[src/rtl/scan_ctrl_pkg.sv]
// Shared constants for the scan test controller: default chain length and FSM state codes.
package scan_ctrl_pkg;

    localparam int unsigned CHAIN_LEN_DEFAULT = 8;

    typedef logic [2:0] state_t;

    localparam state_t StIdle    = 3'd0;
    localparam state_t StLoad    = 3'd1;
    localparam state_t StCapture = 3'd2;
    localparam state_t StUnload  = 3'd3;
    localparam state_t StDone    = 3'd4;

endpackage

[src/rtl/scan_bit_counter.sv]
// Shift-bit counter with synchronous clear, enable and a terminal-count flag at CHAIN_LEN-1.
module scan_bit_counter #(
    parameter int unsigned CHAIN_LEN = 8
) (
    input  logic                         clk,
    input  logic                         rst_n,
    input  logic                         clear_i,
    input  logic                         en_i,
    output logic [$clog2(CHAIN_LEN):0]   count_o,
    output logic                         tc_o
);

    localparam int unsigned CntW = $clog2(CHAIN_LEN) + 1;

    logic [CntW-1:0] cnt_d, cnt_q;

    assign tc_o    = (cnt_q == CntW'(CHAIN_LEN - 1));
    assign count_o = cnt_q;

    // Saturates at terminal count; the FSM clears it on every state exit.
    always_comb begin
        cnt_d = cnt_q;
        if (clear_i) begin
            cnt_d = '0;
        end else if (en_i && !tc_o) begin
            cnt_d = cnt_q + 1'b1;
        end
    end

    always_ff @(posedge clk or negedge rst_n) begin
        if (!rst_n) begin
            cnt_q <= '0;
        end else begin
            cnt_q <= cnt_d;
        end
    end

endmodule

[src/rtl/scan_test_controller.sv]
// Scan test sequencer: shifts a pattern in, pulses one capture cycle, shifts the response out
// and compares it against the golden value.
module scan_test_controller
    import scan_ctrl_pkg::*;
#(
    parameter int unsigned CHAIN_LEN = CHAIN_LEN_DEFAULT
) (
    input  logic                 clk,
    input  logic                 rst_n,
    input  logic                 start,
    input  logic                 abort,
    input  logic [CHAIN_LEN-1:0] pattern,
    input  logic [CHAIN_LEN-1:0] expected,
    input  logic                 scan_out,
    output logic                 scan_in,
    output logic                 scan_en,
    output logic                 busy,
    output logic                 done,
    output logic [CHAIN_LEN-1:0] captured,
    output logic                 pass
);

    localparam int unsigned CntW = $clog2(CHAIN_LEN) + 1;

    state_t               state_d, state_q;
    logic [CHAIN_LEN-1:0] shift_d, shift_q;
    logic [CHAIN_LEN-1:0] captured_d, captured_q;
    logic                 pass_d, pass_q;
    logic                 cnt_clear, cnt_en, cnt_tc;
    logic [CntW-1:0]      cnt;
    logic [CHAIN_LEN-1:0] pat_shifted;

    scan_bit_counter #(
        .CHAIN_LEN (CHAIN_LEN)
    ) u_bit_counter (
        .clk     (clk),
        .rst_n   (rst_n),
        .clear_i (cnt_clear),
        .en_i    (cnt_en),
        .count_o (cnt),
        .tc_o    (cnt_tc)
    );

    // MSB-first serialisation: bit k of the load phase is the top bit after shifting by k.
    assign pat_shifted = pattern << cnt;

    always_comb begin
        state_d    = state_q;
        shift_d    = shift_q;
        captured_d = captured_q;
        pass_d     = pass_q;
        cnt_clear  = 1'b1;
        cnt_en     = 1'b0;
        case (state_q)
            StIdle: begin
                if (start && !abort) state_d = StLoad;
            end
            StLoad: begin
                cnt_en    = 1'b1;
                cnt_clear = abort || cnt_tc;
                if (abort)       state_d = StIdle;
                else if (cnt_tc) state_d = StCapture;
            end
            StCapture: begin
                state_d = abort ? StIdle : StUnload;
            end
            StUnload: begin
                cnt_en    = 1'b1;
                cnt_clear = abort || cnt_tc;
                shift_d   = {shift_q[CHAIN_LEN-2:0], scan_out};
                if (abort) begin
                    state_d = StIdle;
                end else if (cnt_tc) begin
                    // Results are published only on a completed unload.
                    state_d    = StDone;
                    captured_d = shift_d;
                    pass_d     = (shift_d == expected);
                end
            end
            StDone: begin
                state_d = StIdle;
            end
            default: begin
                state_d = StIdle;
            end
        endcase
    end

    always_ff @(posedge clk or negedge rst_n) begin
        if (!rst_n) begin
            state_q    <= StIdle;
            shift_q    <= '0;
            captured_q <= '0;
            pass_q     <= 1'b0;
        end else begin
            state_q    <= state_d;
            shift_q    <= shift_d;
            captured_q <= captured_d;
            pass_q     <= pass_d;
        end
    end

    assign scan_en  = (state_q == StLoad) || (state_q == StUnload);
    assign scan_in  = (state_q == StLoad) && pat_shifted[CHAIN_LEN-1];
    assign busy     = (state_q == StLoad) || (state_q == StCapture) || (state_q == StUnload);
    assign done     = (state_q == StDone);
    assign captured = captured_q;
    assign pass     = pass_q;

endmodule
[config.mk]
export PLATFORM = sky130hd
export DESIGN_NAME = scan_test_controller
export DESIGN_NICKNAME = d
export VERILOG_FILES = /design/src/rtl/scan_ctrl_pkg.sv /design/src/rtl/scan_bit_counter.sv /design/src/rtl/scan_test_controller.sv
export SDC_FILE = /design/constraint.sdc
export NUM_CORES = 1
export LEC_CHECK = 0
export ABC_CLOCK_PERIOD_IN_PS = 2800
export BUFFER_PORTS_ARGS = -buffer_cell sky130_fd_sc_hd__buf_2
export CAP_MARGIN = 10
export CORE_MARGIN = 5
export CORE_UTILIZATION = 50
export CTS_CLUSTER_DIAMETER = 30
export CTS_CLUSTER_SIZE = 10
export DETAILED_ROUTE_END_ITERATION = 6
export GPL_TIMING_DRIVEN = 1
export PLACE_DENSITY = 0.89
export SLEW_MARGIN = 20
export SYNTH_ARGS = -nofsm -noshare
export SYNTH_HDL_FRONTEND = slang
export SYNTH_HIERARCHICAL = 1
export SYNTH_SLANG_ARGS = --single-unit
[constraint.sdc]
create_clock -name clk -period 2.8 [get_ports clk]
set_clock_uncertainty 0.1 [all_clocks]
set_input_delay 0.14 -clock clk [delete_from_list [all_inputs] [get_ports clk]]
set_output_delay 0.14 -clock clk [all_outputs]
set_load 0.02 [all_outputs]
After elaboration in Yosys (flattened, before gate mapping)
Index checks and enable logic that the tools add are counted.

Input port bits: 21. Bits in registers: 23. Logic and storage cells: 42. Output and inout bits: 13.

Mux-type cells: 11. Bitwise gates (word level): 1. Add/subtract/negate cells: 1. Shift-type cells: 1. Reduce and logical (&&, ||, !) cells: 14. Equal/unequal tests: 9.

Operator list (number): $mux 3 (5); $pmux 3 s4 (1); $eq 8x8->1 (1); $mux 4 (2); $shl 8x4->8 (1); $eq 3x2->1 const B (2); $ne 3x3->1 const B (2); $reduce_and 3->1 (2); $add 4x1->4 const B (1); $eq 4x3->1 const B (1); $logic_or 1x1->1 (4); $eq 3x1->1 const B (1); $eq 3x3->1 const B (1); $logic_and 1x1->1 (3); $logic_not 3->1 (1); $logic_not 1->1 (2); $mux 1 (2); $mux 2 (1); $ne 2x2->1 const B (1); $reduce_bool 2->1 (1); $reduce_or 2->1 (1); $not 1->1 (1).

Logic depth before layout (Yosys ltp)
Word-level depth: 6. Gate-level depth with buffers: 6. Depth with buffers taken out: 5.

Cells and area by module
The synthesis kept the hierarchy.

By module, submodules not included: scan_test_controller (times used 1, cells an instance 67, seq. area each 475.5 sq um, area an instance 937.1 sq um); scan_bit_counter (times used 1, cells an instance 20, seq. area each 100.1 sq um, area an instance 211.5 sq um).

Worst setup path before layout
Ideal clock, no wire load.

Path kind: register -> register. Start point: reg u_bit_counter.cnt_q[0] (netlist: u_bit_counter/count_o[0]). End point: reg captured_q[0] (netlist: captured[0]). Path slack: 0.887 ns. Arrival: 1.688 ns. Required time: 2.575 ns. Library setup time: 0.125 ns. Clock period less this slack: 1.913 ns. Cell stages (with the launch flop): 7. Buffers on the path: 1. Cell sequence: dfrtp_1 ha_1 and3b_1 nand3_2 or3_1 buf_6 mux2_4.

Longest elaborated chain between the ends: 2.

Ends and longest elaborated chain: start: declaration (RTL line scan_bit_counter.sv:15) `logic [CntW-1:0] cnt_d, cnt_q;`; start signal: assignment (RTL line scan_bit_counter.sv:34) `cnt_q <= cnt_d;`; $eq 4x3->1 (RTL line scan_bit_counter.sv:17) `assign tc_o = (cnt_q == CntW'(CHAIN_LEN - 1));`; net cnt_tc (RTL line scan_test_controller.sv:29) `logic cnt_clear, cnt_en, cnt_tc;`; $reduce_and 3->1 (no source line); end signal: assignment (RTL line scan_test_controller.sv:98) `captured_q <= captured_d;`; end: declaration (RTL line scan_test_controller.sv:27) `logic [CHAIN_LEN-1:0] captured_d, captured_q;`.

The timed path passes the listed nets, and every way through them passes these cells. A chain may end at the register's enable or synchronous reset.

Worst setup path after layout
Start point: reg u_bit_counter.cnt_q[0] (netlist: u_bit_counter/count_o[0]). End point: reg captured_q[3] (netlist: captured[3]).

The elaborated chain is that of the path after synthesis.

==> metrics.txt <==
worst vdd ir=352.5 uV; CP bufs+invs=0; hpwl dp=1780 um; final hold vios=0; Highest Signal Layer=met3; placed insts=146; Max-Cap Viols=0; synthesis-stage register bit count=23; cell row count=17; Synth Area per Inst=13.20 um^2; Sum Neg Setup Slack=0 ns; CTS tree=built; Clock Latency Late Sink=0.31 ns; Seq. cell area=575.6 um^2; fillcell total=191; Clock Root Buffer=clkbuf_4; Worst R2R Path Depth=5; Yosys warning count=6; worst slew pin tran=0.5279 ns; Vias/cell=5.247; Critical Path AT=2.32 ns; router iterations before antenna repair=4; WS Path Type=reg2reg; reg2reg setup slack=0.58 ns; Critical Path RT=2.90 ns; Starting Density=51.92%; clock transition at the registers of the reported paths=0.13 ns; Chip Height=57.93 um; Num CTS Buffers=3; WL met2=1092 um; hold endpoint=pass; proportion of layout cells with a drive suffix above 1=44.44%; Total Wirelength=2251 um; input/output buffers=33; Setup Viol. Count Final=0; synthesis-to-layout area growth=21.68%; CTS H-tree depth=1; WP depth=5; Crit path max-delay family=simple AND/OR/NAND/NOR gates; Hold Crit Depth=4; number of flops mapped to enable cells by yosys=0; vias in the first global route=857; detailed-route DRC error count=0; Mapped Nets=109; Routed Antenna Nets=0; Longest Clk Path Bufs=2; Max-slew headroom=64.81%; startpoint types=flop; status=completed; Final nets=149; Hold Startpoint=expected[3]; Worst path slowest cell=or3_1; initial antenna violation count=0; total global-route track usage=14.79%; CTS Sinks=23; commonest non-fill, non-tap cell in the layout=buf_2; n_diodes=0; Lkg Pwr=0.7288 nW; CP Max Fanout=10; fmax=0.4502 GHz; worst hold path type=in2reg; most frequent cells in the layout=buf_2 (33), dfrtp_1 (23), mux2_2 (8), mux2_4 (8), xnor2_1 (8); CP Cell Sequence=ha_1 -> and3b_1 -> nand3_2 -> or3_1 -> mux2_4; Post-synth ARST share=100.0%; mapped cell area=1149 um^2; crit share post-route=79.33%; Routed WL per cell=14.62 um; initial drt markers=12; metal3 WL=193 um; full die area=3356 um^2; io pins=34; Reg-to-Reg End=captured[3]; Post-Syn Instances=87; fin cells=154; CTS resizes=0; Multi-input gate area=546.8 um^2; synth unique cells=26; GP Congestion=0.7246; GRT overflow=0; ys flop type=dfrtp_1; sequential area share after synthesis=50.11%; via count=808; Pwr Density=394.6 nW/um^2; Die W=57.93 um; RSZ-0062 raised after global routing=false; max incr delay on CP=0.56 ns; Routed met1 length=966 um; core area=2212 um^2; CP Capture Type=flop; reg2reg start=u_bit_counter/count_o[0]; fin crit period=2.221 ns; largest net degree at the start of global routing=24; first-pass GRT wire length=3829 um; Final Max Tran Viols=0; start point of the critical path=u_bit_counter/count_o[0]
-- sequential cells by signal, summed over array words and instances (netlist names) --
register / count
captured: 8
shift_q: 7
u_bit_counter/count_o: 4
state_q: 3
pass: 1
-- area by class of cell --
cell class | count | area share, %
flip-flops and latches | 23 | 41.18
clock buffers | 3 | 1.611
multi-input cells | 60 | 39.12
clock inverters | 1 | 0.3581
well taps | 28 | 2.507
repair buffers | 37 | 14.68
inverters | 2 | 0.5372
-- metrics by stage --
stage,setup slack [ns],hold slack (ns),total power [mW],instance area (um^2),util (%)
after floorplan,0.8868,-0.2556,0.3737,1149,-
after global routing,0.4489,0.02570,0.5887,1398,63.18
after CTS,0.5787,0.03347,0.5577,1398,63.18
after detailed placement,0.6100,0.03275,0.4038,1330,60.12
after global placement,0.6828,0.02202,0.4012,1330,60.12
final,0.5787,0.03525,0.5515,1398,63.18
-- power by group --
group / internal, mW / switching (mW)
Clock: 0.0533 / 0.0974
Sequential: 0.336 / 0.00474
Combinational: 0.0314 / 0.0287
Total: 0.421 / 0.131
-- synthesized netlist by cell type (all sizes together), types with 2 or more instances --
cell,count,area (um^2)
xnor2,8,70.07
dfrtp,23,575.6
nor3,2,10.01
nand2b,3,18.77
nand2,3,11.26
mux2,16,210.2
buf,2,18.77
nor2b,2,12.51
or3,3,18.77
a21oi,2,10.01
mux4,2,45.04
nand4,3,18.77
mux2i,2,20.02
nor2,4,15.01
o31ai,2,15.01
inv,2,7.510
-- layer usage --
layer	up-vias	global-route usage, %
met1	379	18.87
met4	0	1.987
met5	-	0
li1	395	-
met3	0	5.568
met2	34	24.52
-- how the worst max path moves through the flow --
stage                  end  slack (ns)
3_3_place_gp   captured[3]        0.68
3_5_place_dp   captured[0]        0.61
2_1_floorplan  captured[0]        0.89
6_report       captured[3]        0.58
5_1_grt        captured[5]        0.45
4_1_cts        captured[3]        0.58
-- cells by family after synthesis --
| logic type | after synthesis | share of synthesized area (%) |
|---|---|---|
| xor+xnor | 9 | 6.863 |
| simple gates | 25 | 12.64 |
| mux | 20 | 23.97 |
| buf+inv | 4 | 2.288 |
| flops | 23 | 50.11 |
| fa+ha+maj | 1 | 1.089 |
| compound gates | 5 | 3.050 |
-- repair_timing --
item | 4_1_cts | 5_1_grt
setup buffers | 0 | 0
hold endpoints to repair | 26 | 0
hold buffers | 4 | 0
-- worst min-delay path, delay by kind of cell --
kind	cells	cell delay (ns)
compound gates	1	0.07
xor+xnor	1	0.06
buf+inv	1	0.09
simple gates	1	0.06
No activity file was read; power rests on OpenSTA's default activity.
